### src/rtl/rv32i_fetch_pkg.sv
// Shared types for the RV32I prefetching fetch stage: FIFO entry layout, fetch state and PC helpers.
// Imported by the fetch FIFO and the fetch-stage top.
package rv32i_fetch_pkg;

  localparam logic [31:0] NOOP_INSTRUCTION = 32'h0000_0013;

  typedef struct packed {
    logic [31:0] pc;
    logic [31:0] instr;
    logic        fault;
  } fetch_entry_t;

  typedef enum logic [1:0] {
    ST_RUN   = 2'd0,
    ST_HOLD  = 2'd1,
    ST_DRAIN = 2'd2
  } fetch_state_t;

  function automatic logic [31:0] word_align(input logic [31:0] addr);
    return addr & 32'hFFFF_FFFC;
  endfunction

endpackage

### src/rtl/rv32i_fetch_fifo.sv
// Synchronous prefetch FIFO with flush; push lands on the head one cycle later, pop frees immediately.
// Push is dropped when full unless a pop happens the same cycle; flush beats push.
module rv32i_fetch_fifo #(
  parameter int  DEPTH = 4,
  parameter type T     = logic [7:0]
) (
  input  logic                         i_clk,
  input  logic                         i_rst,
  input  logic                         flush,
  input  logic                         push,
  input  T                             push_dat,
  input  logic                         pop,
  output T                             head_dat,
  output logic [$clog2(DEPTH+1)-1:0]   count,
  output logic                         empty,
  output logic                         full
);

  localparam int AW = $clog2(DEPTH);
  localparam int CW = $clog2(DEPTH + 1);

  T              mem [DEPTH];
  logic [AW-1:0] wr_ptr;
  logic [AW-1:0] rd_ptr;
  logic          do_push;
  logic          do_pop;

  assign empty    = (count == '0);
  assign full     = (count == CW'(DEPTH));
  assign do_pop   = pop & ~empty;
  assign do_push  = push & (~full | do_pop);
  assign head_dat = mem[rd_ptr];

  // DEPTH is a power of two, so the pointers wrap on their own.
  always_ff @(posedge i_clk) begin
    if (i_rst || flush) begin
      wr_ptr <= '0;
      rd_ptr <= '0;
      count  <= '0;
    end else begin
      if (do_push) wr_ptr <= wr_ptr + AW'(1);
      if (do_pop)  rd_ptr <= rd_ptr + AW'(1);
      count <= count + CW'(do_push) - CW'(do_pop);
    end
  end

  always_ff @(posedge i_clk) begin
    if (do_push) mem[wr_ptr] <= push_dat;
  end

endmodule

### src/rtl/rv32i_prefetch_fetch_stage.sv
// RV32I fetch with up to MAX_OUTSTANDING in-order imem requests feeding a prefetch FIFO; rsp -> decode in 1 cycle.
// Requests are credit-limited by free FIFO slots, so decode backpressure simply stops issue; redirect flushes and drains.
module rv32i_prefetch_fetch_stage
  import rv32i_fetch_pkg::*;
#(
  parameter logic [31:0] RESET_PC        = 32'h0000_0000,
  parameter int          FIFO_DEPTH      = 4,
  parameter int          MAX_OUTSTANDING = 2
) (
  input  logic        i_clk,
  input  logic        i_rst,
  input  logic        i_fetch_en,
  input  logic        i_redirect_valid,
  input  logic [31:0] i_redirect_pc,
  output logic        o_imem_req_valid,
  input  logic        i_imem_req_ready,
  output logic [31:0] o_imem_req_addr,
  input  logic        i_imem_rsp_valid,
  input  logic [31:0] i_imem_rsp_data,
  input  logic        i_imem_rsp_err,
  output logic        o_fetch_valid,
  input  logic        i_decode_ready,
  output logic [31:0] o_fetch_instr,
  output logic [31:0] o_fetch_pc,
  output logic        o_fetch_fault
);

  localparam int OW = $clog2(MAX_OUTSTANDING + 1);
  localparam int CW = $clog2(FIFO_DEPTH + 1);

  fetch_state_t  state;
  logic [31:0]   fetch_pc;
  logic [31:0]   rsp_pc;
  logic [OW-1:0] outstanding;
  logic [OW-1:0] drop_cnt;
  logic [OW-1:0] outstanding_nxt;
  logic [OW-1:0] drop_cnt_nxt;
  logic [OW-1:0] live_outstanding;
  logic [31:0]   credit_used;
  logic          issue_ok;
  logic          credit_ok;
  logic          req_accept;
  logic          rsp_take;
  logic          rsp_drop;
  logic          rsp_keep;

  fetch_entry_t  fifo_push_dat;
  fetch_entry_t  fifo_head;
  logic          fifo_push;
  logic          fifo_pop;
  logic [CW-1:0] fifo_count;
  logic          fifo_empty;
  logic          fifo_full;

  // Responses already condemned by a redirect never reach the FIFO, so they hold no credit.
  assign live_outstanding = outstanding - drop_cnt;
  assign credit_used      = 32'(fifo_count) + 32'(live_outstanding);
  assign issue_ok         = (outstanding < OW'(MAX_OUTSTANDING));
  assign credit_ok        = (credit_used < 32'(FIFO_DEPTH));

  assign o_imem_req_valid = ~i_rst & i_fetch_en & ~i_redirect_valid & issue_ok & credit_ok;
  assign o_imem_req_addr  = fetch_pc;
  assign req_accept       = o_imem_req_valid & i_imem_req_ready;

  // A response with nothing outstanding is a protocol error and is ignored entirely.
  assign rsp_take = i_imem_rsp_valid & (outstanding != '0);
  assign rsp_drop = rsp_take & (state == ST_DRAIN);
  assign rsp_keep = rsp_take & ~rsp_drop & ~i_redirect_valid;

  always_comb begin
    outstanding_nxt = outstanding + OW'(req_accept) - OW'(rsp_take);
    drop_cnt_nxt    = drop_cnt - OW'(rsp_drop);
    if (i_redirect_valid) drop_cnt_nxt = outstanding_nxt;
  end

  always_ff @(posedge i_clk) begin
    if (i_rst) begin
      state       <= ST_HOLD;
      fetch_pc    <= RESET_PC;
      rsp_pc      <= RESET_PC;
      outstanding <= '0;
      drop_cnt    <= '0;
    end else begin
      outstanding <= outstanding_nxt;
      drop_cnt    <= drop_cnt_nxt;
      if (drop_cnt_nxt != '0) begin
        state <= ST_DRAIN;
      end else if (i_fetch_en) begin
        state <= ST_RUN;
      end else begin
        state <= ST_HOLD;
      end
      if (i_redirect_valid) begin
        fetch_pc <= word_align(i_redirect_pc);
        rsp_pc   <= word_align(i_redirect_pc);
      end else begin
        if (req_accept) fetch_pc <= fetch_pc + 32'd4;
        if (rsp_keep)   rsp_pc   <= rsp_pc + 32'd4;
      end
    end
  end

  assign fifo_push_dat = '{pc: rsp_pc, instr: i_imem_rsp_data, fault: i_imem_rsp_err};
  assign fifo_push     = rsp_keep;
  // Decode must flush on redirect, so its handshake that cycle is ignored.
  assign fifo_pop      = ~fifo_empty & i_decode_ready & ~i_redirect_valid;

  rv32i_fetch_fifo #(
    .DEPTH (FIFO_DEPTH),
    .T     (fetch_entry_t)
  ) u_fifo (
    .i_clk    (i_clk),
    .i_rst    (i_rst),
    .flush    (i_redirect_valid),
    .push     (fifo_push),
    .push_dat (fifo_push_dat),
    .pop      (fifo_pop),
    .head_dat (fifo_head),
    .count    (fifo_count),
    .empty    (fifo_empty),
    .full     (fifo_full)
  );

  assign o_fetch_valid = ~fifo_empty;
  assign o_fetch_instr = fifo_empty ? NOOP_INSTRUCTION : fifo_head.instr;
  assign o_fetch_pc    = fifo_empty ? 32'h0 : fifo_head.pc;
  assign o_fetch_fault = ~fifo_empty & fifo_head.fault;

  orphan_rsp_a: assert property (@(posedge i_clk) disable iff (i_rst)
    !(i_imem_rsp_valid && outstanding == '0));

  fifo_overflow_a: assert property (@(posedge i_clk) disable iff (i_rst)
    !(fifo_push && fifo_full && !fifo_pop));

endmodule
### config.mk
export PLATFORM = sky130hd
export DESIGN_NAME = rv32i_prefetch_fetch_stage
export DESIGN_NICKNAME = d
export VERILOG_FILES = /design/src/rtl/rv32i_fetch_pkg.sv /design/src/rtl/rv32i_fetch_fifo.sv /design/src/rtl/rv32i_prefetch_fetch_stage.sv
export SDC_FILE = /design/constraint.sdc
export NUM_CORES = 1
export LEC_CHECK = 0
export ABC_AREA = 1
export BUFFER_PORTS_ARGS = -buffer_cell sky130_fd_sc_hd__clkbuf_2
export CORE_ASPECT_RATIO = 1.1
export CORE_MARGIN = 2
export CORE_UTILIZATION = 25
export CTS_BUF_LIST = sky130_fd_sc_hd__clkbuf_8
export CTS_CLUSTER_DIAMETER = 100
export DETAILED_ROUTE_END_ITERATION = 12
export GPL_TIMING_DRIVEN = 0
export RECOVER_POWER = 100
export SYNTH_ARGS = -nofsm -noshare
export SYNTH_HDL_FRONTEND = slang
export SYNTH_SLANG_ARGS = --single-unit
### constraint.sdc
create_clock -name i_clk -period 7.3 [get_ports i_clk]
set_clock_uncertainty 0.15 [all_clocks]
set_input_delay 1.46 -clock i_clk [delete_from_list [all_inputs] [get_ports i_clk]]
set_output_delay 1.46 -clock i_clk [all_outputs]
set_load 0.05 [all_outputs]
==> results.json <==
{
  "ir_worst_vdd_mv": 0.122,
  "die_w_um": 235,
  "crit_type": "input pin to flip-flop",
  "clk_latency_ns": 0.60,
  "report.power.total_mw": 4.20,
  "ys_types": 36,
  "p_int_mw": 3.05,
  "fin_ws_ns": 2.01,
  "synth_area_leaders": "edfxtp_1, dfxtp_1, nor2_1, nand2_1, o21ai_0",
  "grt_first_pass_wirelength_um": 66000,
  "synthFlopType": "edfxtp_1",
  "rows": 93,
  "leakagePower_nw": 6.16,
  "fmax_mhz": 189,
  "pre_cts_ws_ns": 3.16,
  "synth_top_area_share_pct": 51.5,
  "min_path_type": "flip-flop to flip-flop",
  "cts_tree": "built",
  "power.switching_mw": 1.15,
  "async_flop_share_pct": 0,
  "fp.dieH_um": 258,
  "place_hpwl_um": 30300,
  "crit_path_end_kind": "flip-flop",
  "root_buffer": "clkbuf_8",
  "rsz0062_at_grt": "no",
  "ys_top_cells_by_count": "nor2_1, edfxtp_1, nand2_1, o21ai_0, a21oi_1",
  "first_iter_violations": 1021,
  "syn_area_um2": 14700,
  "area_delta_synth_final_pct": 18.0,
  "h-tree-depth": 2,
  "drc": 0,
  "cp.arrival_ns": 5.32,
  "yosysTopAreaCell": "edfxtp_1",
  "avgSynthCellArea_um2": 9.42,
  "cts_sinks": 327,
  "place.gp.congestion": 0.865,
  "antennaDiodeCount": 0,
  "io_buffers": 163,
  "timing.rr.end": "u_fifo.mem[1][16]",
  "cts_hold_buf": 0,
  "clkPwrFrac_pct": 37.4,
  "ys_ff_latch": 327,
  "post_cts_resized": 0,
  "firstDrtPassIters": 5,
  "track_usage_pct": 14.0,
  "failed_checks": "max-capacitance violations, max-slew violations",
  "drive_gt1_share_pct": 7.96,
  "hold_viol": 0,
  "worstHoldStart": "u_fifo.rd_ptr[0]",
  "min_path_cells": 1,
  "setup_viol": 0,
  "maxSlewHeadroom_pct": -41.1,
  "outcome": "complete, but fails checks",
  "nets": 1875,
  "drv_slew": 209,
  "post-route-period-util_pct": 72.5,
  "switching_share_pct": 27.4,
  "netlist_instances": 1560,
  "worst_pin_slew_ns": 2.11,
  "reg2regPathDepth": 7,
  "synth_edf_count": 252,
  "viasPerCell": 4.53,
  "ios": 171,
  "crit_fanout": 25,
  "reg2reg_from": "outstanding[1]",
  "avgRoutedWirePerCell_um": 16.8,
  "postCtsSetupRepairBufs": 0,
  "yosysWarnings": 0,
  "numCtsBuffers": 53,
  "core_area_um2": 58300,
  "r2r_slack_ns": 2.56,
  "finish.utilization_pct": 29.7,
  "power.share.combinational_pct": 10.9,
  "grt_overflow": 0,
  "clk_pin_slew_ns": 0.06,
  "synth.most_common_cell": "nor2_1",
  "power_density_nw_per_um2": 242,
  "cap_violations": 8,
  "dieArea_um2": 60700,
  "wl_um": 43600,
  "startpoint_type": "input pin",
  "antenna_found_initial": 0,
  "worstPathRequired_ns": 7.33,
  "grt_pass1_vias": 11425,
  "clockBufferDepth": 3,
  "seqPwrFrac_pct": 51.7,
  "hold_path_end": "u_fifo.rd_ptr[0]",
  "grt_max_degree": 29,
  "finalCriticalPeriod_ns": 5.29,
  "synth-seq-area-share_pct": 61.7,
  "ant_nets": 0,
  "start_util_pct": 25.2,
  "vias": 11761
}
==> cells in the final DEF (no fill, tap or decap), drive strengths merged, types with 4 or more instances in the layout <==
cell	instances
o21ai	172
conb	4
xnor2	5
nand3	74
buf	27
dfxtp	75
clkbuf	279
xor2	13
a21oi	117
inv	123
nor2	372
nand3b	9
a31oi	9
edfxtp	252
clkinv	20
ha	13
nand2	240
o21bai	5
nand4	7
==> cells by family (layout without fill, tap and decap cells) <==
logic type               count (synthesis)  in the layout  share of synthesized area, %
adder cells (fa/ha/maj)                 14             14                          1.24
XOR/XNOR                                18             18                          1.07
other                                    1              4                        0.0255
flip-flops                             327            327                          61.7
AND/OR/NAND/NOR                        705            705                          19.8
buffers and inverters                  183            454                          5.19
AO/OA/AOI/OAI                          312            312                          11.0
==> per-layer routing <==
layer	up-vias	global-route usage [%]	share of wire, %
met1	5469	18.6	42
met3	75	2.52	8.2
met2	503	23.3	47
li1	5714	-	-
met5	-	0	0
met4	0	4.11	2.3
==> worst max path at each step <==
stage,from,to,slack (ns),depth (start not counted)
after global routing,i_imem_rsp_valid,u_fifo.mem[1][16],1.70,8
after detailed placement,u_fifo.count[1],o_fetch_pc[10],3.16,6
after CTS,u_fifo.count[1],o_fetch_pc[10],2.49,6
after floorplan,i_imem_rsp_valid,u_fifo.mem[0][0],2.05,6
final,i_imem_rsp_valid,u_fifo.mem[1][16],2.01,8
after global placement,i_imem_rsp_valid,u_fifo.mem[1][6],-0.57,7
==> worst max-delay path: stages <==
cell	delay, ns
clkbuf_1	0.11
o21ai_0	0.12
inv_1	0.09
nand2_1	0.18
nor2_1	0.18
nand2_1	0.20
nor2_1	1.60
clkbuf_1	1.34
==> cell type report <==
| cell class | instances | area (um2) |
|---|---|---|
| plain buffers | 74 | 319 |
| inverters | 109 | 410 |
| well taps | 760 | 951 |
| clock inverters | 39 | 226 |
| multi-input cells | 1053 | 4840 |
| repair buffers | 171 | 684 |
| flip-flops and latches | 327 | 9070 |
| clock buffers | 61 | 840 |
| fillers | 6139 | 41000 |
==> sequential cells by signal (all words and copies together) (netlist names), named ones only <==
register / flops
u_fifo.mem: 252
o_imem_req_addr: 30
rsp_pc: 30
u_fifo.count: 3
drop_cnt: 2
outstanding: 2
state: 2
u_fifo.rd_ptr: 2
u_fifo.wr_ptr: 2
==> stage by stage <==
step                area (um2)  TNS, ns  hold slack (ns)  std cells
floorplan                14700        0            0.286       1563
global placement         16500  -120.53            0.303       2486
detailed placement       16700        0            0.313       2494
CTS                      17700        0            0.328       2594
global route             17300        0            0.384       2594
finish                   17300        0            0.331       2594
==> power groups by stage <==
stage                     clock [mW]  sequential (mW)  combinational, mW
after floorplan                    0             2.22              0.294
after global placement             0             2.21              0.464
after detailed placement           0             2.21              0.485
after CTS                       1.61             2.17              0.488
after global routing            1.69             2.18              0.509
final                           1.57             2.17              0.457
No activity file was read; power rests on OpenSTA's default activity.
